===== src/rtl/mem_access_unit.sv =====
// Multicycle data-memory sequencer: loads with sign/zero extension into MDR,
// sub-doubleword stores as read-modify-write, sd as a direct write.
module mem_access_unit #(
  parameter int DATA_W      = 64,
  parameter int ADDR_W      = 64,
  parameter int MEM_LATENCY = 1
) (
  input  logic              clk,
  input  logic              reset,
  input  logic              start_read,
  input  logic              start_write,
  input  logic [2:0]        funct3,
  input  logic [ADDR_W-1:0] addr,
  input  logic [DATA_W-1:0] store_data,
  output logic [ADDR_W-1:0] mem_addr,
  output logic              mem_rd,
  output logic              mem_wr,
  output logic [DATA_W-1:0] mem_wdata,
  input  logic [DATA_W-1:0] mem_rdata,
  output logic [DATA_W-1:0] mdr,
  output logic              busy,
  output logic              done,
  output logic              err
);

  localparam int CNT_W = (MEM_LATENCY < 2) ? 1 : $clog2(MEM_LATENCY);
  localparam logic [CNT_W-1:0] CNT_LAST = CNT_W'(MEM_LATENCY - 1);

  typedef enum logic [2:0] {
    S_IDLE,
    S_READ,
    S_WAIT,
    S_WRITE,
    S_DONE
  } state_e;

  state_e              state_q, state_d;
  logic [2:0]          f3_q, f3_d;
  logic [2:0]          off_q, off_d;
  logic                is_store_q, is_store_d;
  logic [ADDR_W-1:0]   addr_q, addr_d;
  logic [DATA_W-1:0]   sdata_q, sdata_d;
  logic [DATA_W-1:0]   wdata_q, wdata_d;
  logic [DATA_W-1:0]   mdr_q, mdr_d;
  logic                err_q, err_d;
  logic [CNT_W-1:0]    cnt_q, cnt_d;

  logic                start_any;
  logic                req_bad;

  // Illegal funct3 for the direction, or offset not a multiple of the size.
  function automatic logic access_bad(input logic is_st, input logic [2:0] f3,
                                      input logic [2:0] off);
    logic       illegal;
    logic [2:0] mask;
    illegal = is_st ? f3[2] : (f3 == 3'b111);
    case (f3[1:0])
      2'd0:    mask = 3'b000;
      2'd1:    mask = 3'b001;
      2'd2:    mask = 3'b011;
      default: mask = 3'b111;
    endcase
    return illegal || ((off & mask) != 3'b000);
  endfunction

  function automatic logic [DATA_W-1:0] load_extract(input logic [DATA_W-1:0] w,
                                                     input logic [2:0] f3,
                                                     input logic [2:0] off);
    logic [DATA_W-1:0] s;
    logic [DATA_W-1:0] r;
    s = w >> {off, 3'b000};
    case (f3)
      3'b000:  r = {{56{s[7]}}, s[7:0]};
      3'b001:  r = {{48{s[15]}}, s[15:0]};
      3'b010:  r = {{32{s[31]}}, s[31:0]};
      3'b100:  r = {56'd0, s[7:0]};
      3'b101:  r = {48'd0, s[15:0]};
      3'b110:  r = {32'd0, s[31:0]};
      default: r = s;
    endcase
    return r;
  endfunction

  // Replace the addressed bytes of the fetched word with the low store bytes.
  function automatic logic [DATA_W-1:0] store_merge(input logic [DATA_W-1:0] w,
                                                    input logic [DATA_W-1:0] sd,
                                                    input logic [2:0] f3,
                                                    input logic [2:0] off);
    logic [7:0]        bmask;
    logic [DATA_W-1:0] bitmask;
    case (f3[1:0])
      2'd0:    bmask = 8'h01;
      2'd1:    bmask = 8'h03;
      2'd2:    bmask = 8'h0F;
      default: bmask = 8'hFF;
    endcase
    bmask = bmask << off;
    for (int i = 0; i < 8; i++) begin
      bitmask[8*i +: 8] = {8{bmask[i]}};
    end
    return (w & ~bitmask) | ((sd << {off, 3'b000}) & bitmask);
  endfunction

  assign start_any = start_read | start_write;
  assign req_bad   = access_bad(start_write, funct3, addr[2:0]);

  always_comb begin
    // NOTE: every signal written here gets its hold value first, so no path
    // leaves one unassigned and no latch is inferred.
    state_d    = state_q;
    f3_d       = f3_q;
    off_d      = off_q;
    is_store_d = is_store_q;
    addr_d     = addr_q;
    sdata_d    = sdata_q;
    wdata_d    = wdata_q;
    mdr_d      = mdr_q;
    err_d      = err_q;
    cnt_d      = cnt_q;

    unique case (state_q)
      S_IDLE: begin
        if (start_any) begin
          // start_write wins when both starts are raised together
          is_store_d = start_write;
          f3_d       = funct3;
          off_d      = addr[2:0];
          addr_d     = {addr[ADDR_W-1:3], 3'b000};
          sdata_d    = store_data;
          err_d      = req_bad;
          if (req_bad) begin
            state_d = S_DONE;
          end else if (start_write && funct3[1:0] == 2'b11) begin
            wdata_d = store_data;
            state_d = S_WRITE;
          end else begin
            state_d = S_READ;
          end
        end
      end
      S_READ: begin
        cnt_d   = '0;
        state_d = S_WAIT;
      end
      S_WAIT: begin
        if (cnt_q == CNT_LAST) begin
          if (is_store_q) begin
            wdata_d = store_merge(mem_rdata, sdata_q, f3_q, off_q);
            state_d = S_WRITE;
          end else begin
            mdr_d   = load_extract(mem_rdata, f3_q, off_q);
            state_d = S_DONE;
          end
        end else begin
          cnt_d = cnt_q + CNT_W'(1);
        end
      end
      S_WRITE: state_d = S_DONE;
      S_DONE:  state_d = S_IDLE;
      default: state_d = S_IDLE;
    endcase
  end

  // NOTE: sequential state uses non-blocking assignments so every flop samples
  // the pre-edge values regardless of statement order.
  always_ff @(posedge clk or posedge reset) begin
    if (reset) begin
      state_q    <= S_IDLE;
      f3_q       <= '0;
      off_q      <= '0;
      is_store_q <= 1'b0;
      addr_q     <= '0;
      sdata_q    <= '0;
      wdata_q    <= '0;
      mdr_q      <= '0;
      err_q      <= 1'b0;
      cnt_q      <= '0;
    end else begin
      state_q    <= state_d;
      f3_q       <= f3_d;
      off_q      <= off_d;
      is_store_q <= is_store_d;
      addr_q     <= addr_d;
      sdata_q    <= sdata_d;
      wdata_q    <= wdata_d;
      mdr_q      <= mdr_d;
      err_q      <= err_d;
      cnt_q      <= cnt_d;
    end
  end

  // Strobes decode straight from state so a reset drops them in the same cycle.
  assign mem_rd    = (state_q == S_READ);
  assign mem_wr    = (state_q == S_WRITE);
  assign done      = (state_q == S_DONE);
  assign busy      = (state_q != S_IDLE);
  assign mem_addr  = addr_q;
  assign mem_wdata = wdata_q;
  assign mdr       = mdr_q;
  assign err       = err_q;

endmodule


===== config.mk =====
export PLATFORM = sky130hd
export DESIGN_NAME = mem_access_unit
export DESIGN_NICKNAME = d
export VERILOG_FILES = /design/src/rtl/mem_access_unit.sv
export SDC_FILE = /design/constraint.sdc
export NUM_CORES = 1
export LEC_CHECK = 0
export BUFFER_PORTS_ARGS = -buffer_cell sky130_fd_sc_hd__buf_2
export CAP_MARGIN = 25
export CORE_ASPECT_RATIO = 0.75
export CORE_UTILIZATION = 58
export CTS_CLUSTER_DIAMETER = 60
export DETAILED_ROUTE_END_ITERATION = 8
export PLACE_DENSITY_LB_ADDON = 0.25
export SYNTH_ARGS = -nofsm -noshare
export SYNTH_HDL_FRONTEND = slang
export SYNTH_SLANG_ARGS = --single-unit

===== constraint.sdc =====
create_clock -name clk -period 23.2 [get_ports clk]
set_input_delay 4.64 -clock clk [delete_from_list [all_inputs] [get_ports clk]]
set_output_delay 4.64 -clock clk [all_outputs]
set_load 0.005 [all_outputs]

* After elaboration in Yosys (flattened, before gate mapping)
Cells that the tools add are included.
** Operators by class
- $add $sub $neg :: 1
- Multipliers :: 0
- Divide/modulo/power cells :: 0
- $lt $le $gt $ge :: 0
- Equal/unequal tests :: 20
- Shift-type cells :: 3
- Mux-type cells :: 21
- Bitwise operators :: 8
- Reductions and logical operators :: 14
** Operator list (count)
- $pmux W64 S6 :: 1
- $mux W64 :: 5
- $and A64 B64 Y64 :: 2
- $pmux W64 S2 :: 1
- $not A64 Y64 :: 1
- $or A64 B64 Y64 :: 1
- $shl A64 B6 Y64 :: 1
- $shr A64 B6 Y64 :: 1
- $mux W8 :: 3
- $pmux W8 S3 :: 1
- $eq A3 B3 Y1 const B :: 5
- $mux W3 :: 4
- $pmux W3 S4 :: 1
- $ne A2 B2 Y1 const B :: 5
- $eq A3 B2 Y1 const B :: 3
- $pmux W3 S3 :: 1
- $shl A8 B3 Y8 :: 1
- $eq A2 B2 Y1 const B :: 3
- $eq A3 B1 Y1 const B :: 2
- $logic_not A3 Y1 :: 2
- $reduce_and A6 Y1 :: 1
- $reduce_bool A3 Y1 :: 2
- $eq A2 B1 Y1 const B :: 2
- $logic_not A2 Y1 :: 2
- other kinds (12) :: 16
** Word-level totals
- Register bits :: 265
- Bits in latches :: 0
- RAM bits :: 0
- Memory bits (read-only) :: 0
- Input bits :: 199
- Output and inout port bits :: 197
- Memories :: 0

* Depth between registers and ports, before layout
- Depth in word-level cells :: 12
- Gate-level depth with buffers :: 10
- Gate-level depth less buffers :: 5

* Worst setup path after synthesis
Ideal clock, no wire load.
- Path type :: input port to flip-flop
- From :: in mem_rdata[39]
- To :: reg mdr_q[58] (netlist: mdr[58])
- Data arrival time :: 5.947 ns
- Required time :: 23.066 ns
- Path slack :: 17.120 ns
- Stages :: 6
- Cells stage by stage :: mux4_2 -> nand2_1 -> o31ai_4 -> a311oi_4 -> buf_6 -> a31oi_2
** On the way
- Longest elaborated chain between the ends :: 2
** RTL lines
- start: declaration :: RTL line 19 : input logic [DATA_W-1:0] mem_rdata,
- $shr A64 B6 Y64 :: RTL line 71 : s = w >> {off, 3'b000};
- $pmux W64 S6 :: RTL line 72 : case (f3)
- end signal: assignment :: RTL line 186 : mdr_q <= mdr_d;
- end: declaration :: RTL line 44 : logic [DATA_W-1:0] mdr_q, mdr_d;
No other way between the ends.
A chain may end at the register's enable or synchronous reset.

* Worst setup path in the final report
- From :: in start_write
- To :: reg addr_q[10] (netlist: mem_addr[10])
** On the way
- Longest elaborated chain between the ends :: 2
** RTL lines
- start: declaration :: RTL line 11 : input logic start_write,
- $or A1 B1 Y1 :: RTL line 104 : assign start_any = start_read | start_write;
- $reduce_and A2 Y1 (no source line)
- end signal: assignment :: RTL line 183 : addr_q <= addr_d;
- end: declaration :: RTL line 41 : logic [ADDR_W-1:0] addr_q, addr_d;
No other way between the ends.

==> out/results.tsv <==
stage	metric	value	unit
timing	worst_pin_slew	1080	ps
finish	fin_util	70.9	%
timing	finalClockSkew	11.2	ps
synth	synth_flop_cell	dfrtp_1	
synth	synthCells	1412	
synth	synth_commonest_cells	dfrtp_1 (264), nand2_1 (171), mux2_2 (161)	
finish	drive_gt1_share	40.0	%
cts	cts_buffer_depth	3	
floorplan	dieArea	26500	um2
job	cap_violations	0	
synth	yosys_warnings	0	
cts	root_buffer	clkbuf_16	
run_status	status	finished clean	
cts	tritoncts	yes	
finish	nNetsFinal	1929	
route	firstDrtPassIters	6	
route	drc	0	
timing	fmax	145	MHz
global_routing	grt_max_degree	125	
finish	fillCellCount	1975	
power_and_ir_drop	power.density	161	nW/um2
timing	tns	0	ps
power_and_ir_drop	finalPower	2.87	mW
route	viasPerCell	6.44	
floorplan	initial_core_util	59.5	%
power_and_ir_drop	max-vdd-ir-drop	126	uV
floorplan	design.core.area	25100	um2
synth	synth_cell_types	60	
timing	slew_headroom	28.0	%
place	place_ws	15790	ps
cts	path_clk_slew	60	ps
global_routing	grt_pass1_vias	13100	
timing	fin_crit_sh	29.7	%
synth	synth_top_area_share	44.1	%
cts	numClockSinks	264	
worst_setup_path	endpoint_kind	flop	
timing	layout_setup_ws	16310	ps
place	port_buffers	392	
place	dpl.cell_count	2038	
global_routing	grt_pass1_wl	79600	um
worst_setup_path	cp_slowest_cell	buf_4	
timing	hold_violations	0	
floorplan	std_cell_rows	50	
place	hpwl	38100	um
timing	rsz0062_at_grt	false	
route	wl_per_cell	25.4	um
worst_hold_path	hp-class	flop to flop	
synth	syn_area_per_cell	10.6	um2
cts	cts_hold_buf	0	
synth	synth_edf_count	0	
synth	synthArstFlopShare	100	%
timing	final_period_minus_worst_setup_slack	6890	ps
worst_setup_path	required	23630	ps
floorplan	chipHeight	141	um
cts	clock_latency	550	ps
synth	synthesis.area	15000	um2
route	antenna_left	0	
worst_setup_path	cp_max_fo	74	
power_and_ir_drop	p_leak	7.80	nW
worst_setup_path	worstPathArrival	7310	ps
global_routing	grt_remaining_overflow	0	
worst_setup_path	cp_common_cell	buf_4	
place	place.gp.congestion	0.982	
cts	cts.htree.levels	1	
synth	synth_most_common_cell	dfrtp_1	
route	dr_total_vias	13500	
cts	post-cts-setup-buffers	0	
synth	ys_seq_area_share	44.1	%
timing	final_max_slew_viol_count	0	
floorplan	die_w	187	um
worst_setup_path	start_kind	input pin	
cts	numCtsBuffers	27	
synth	synth_top_area_cell	dfrtp_1	
finish	area_delta_synth_final	19.1	%
global_routing	antenna_found_initial	0	
cts	cts-resized-gates	0	
worst_setup_path	worst-setup-path-type	input pin to flop	
finish	instances_no_fill	2091	
floorplan	num_io_pins	396	
timing	finalSetupViolations	0	
synth	ys_seq_elements	264	
worst_setup_path	crit_path_max_incr_delay	790	ps
synth	synth_area_leaders	dfrtp_1 (44%), mux2_2 (12%), mux4_2 (7.1%), mux2i_1 (5.8%), nand2_1 (4.3%)	
route	drt_wl_total	53100	um
worst_setup_path	path_cells	buf_2 -> nor2_1 -> nor2_4 -> buf_4 -> buf_4 -> mux2_2	
global_routing	grt.total_usage	39.9	%
route	drtIter0Drc	1686	
## cell usage in the layout, fill, tap and decap left out, types with 3 or more instances in the layout
master / instances
mux2_2: 161
clkbuf_16: 27
clkbuf_8: 4
mux2i_1: 87
a31oi_1: 46
a21o_1: 17
nor2_1: 123
o21ai_1: 7
a32oi_1: 14
and3_1: 10
buf_4: 20
buf_2: 392
or2_2: 3
a31oi_2: 11
nand2_1: 171
a2bb2oi_1: 8
conb_1: 3
o211ai_1: 31
clkbuf_1: 6
a21oi_1: 99
inv_1: 10
o2bb2ai_1: 9
nor3_1: 13
nor2b_1: 10
clkinv_2: 7
dfrtp_1: 261
mux4_2: 47
nand3_1: 25
o21ai_0: 46
o22a_1: 15
o21bai_1: 8
a311oi_1: 8
and2_1: 3
## metrics by stage
step | cell area, um2 | hold slack, ps
2_1_floorplan | 15000 | 463
3_3_place_gp | 16900 | 447
3_5_place_dp | 16900 | 454
4_1_cts | 17800 | 466
5_1_grt | 17800 | 492
6_report | 17800 | 466
## critical path, delay by kind of cell
family | cells | cell delay (ps)
buffers and inverters | 3 | 1430
muxes | 1 | 420
and+or+nand+nor | 2 | 720
## cell families (layout without fill, tap and decap cells)
kind of cell,after synthesis,count (layout),synth area share [%]
simple gates,375,375,10.7
compound gates,339,339,15.4
mux,295,295,25.0
flops,264,264,44.1
buf+inv,138,475,4.72
other cells,1,5,0.0251
## worst paths after layout
path,cells past startpoint,to,slack (ps),start
max,6,mem_addr[10],16310,start_write
min,2,mem_wdata[4],470,mem_wdata[4]
max reg2reg,7,mem_wdata[28],19080,off_q[0]
min reg2reg,2,mem_wdata[4],470,mem_wdata[4]
max in group asynchronous,5,off_q[0],16930,reset
min in group asynchronous,2,mem_wdata[37],4230,reset
## report_power, final
part / total [mW] / internal [mW] / switching (mW) / leakage [nW]
clock network: 0.443 / 0.252 / 0.191 / 0.447
logic: 1.49 / 0.682 / 0.809 / 4.32
registers: 0.938 / 0.694 / 0.244 / 3.03
total: 2.87 / 1.63 / 1.24 / 7.80
## layer usage
layer / routed length, um / global-route usage [%] / part of all wire [%]
met1: 20800 / 55.7 / 39
met2: 23500 / 59.9 / 44
met3: 6820 / 11.5 / 13
met4: 1900 / 13.6 / 3.6
met5: 0 / 0 / 0
## area by class of cell
cell class | instances | area [um2] | area share [%]
Sequential cell | 264 | 6620 | 37.1
Clock buffer | 37 | 753 | 4.22
Clock inverter | 13 | 145 | 0.814
Tap cell | 338 | 423 | 2.37
Inverter | 12 | 52.6 | 0.295
Multi-Input combinational cell | 1012 | 7700 | 43.2
Antenna cell | 2 | 5.00 | 0.0281
Timing Repair Buffer | 413 | 2140 | 12.0
## registers in the layout, summed over array words and instances (netlist names)
signal / count
err: 1
mdr: 64
is_store_q: 1
off_q: 3
mem_wdata: 64
state_q: 3
mem_addr: 61
f3_q: 3
sdata_q: 64
Power figures use the tool's default switching activity.
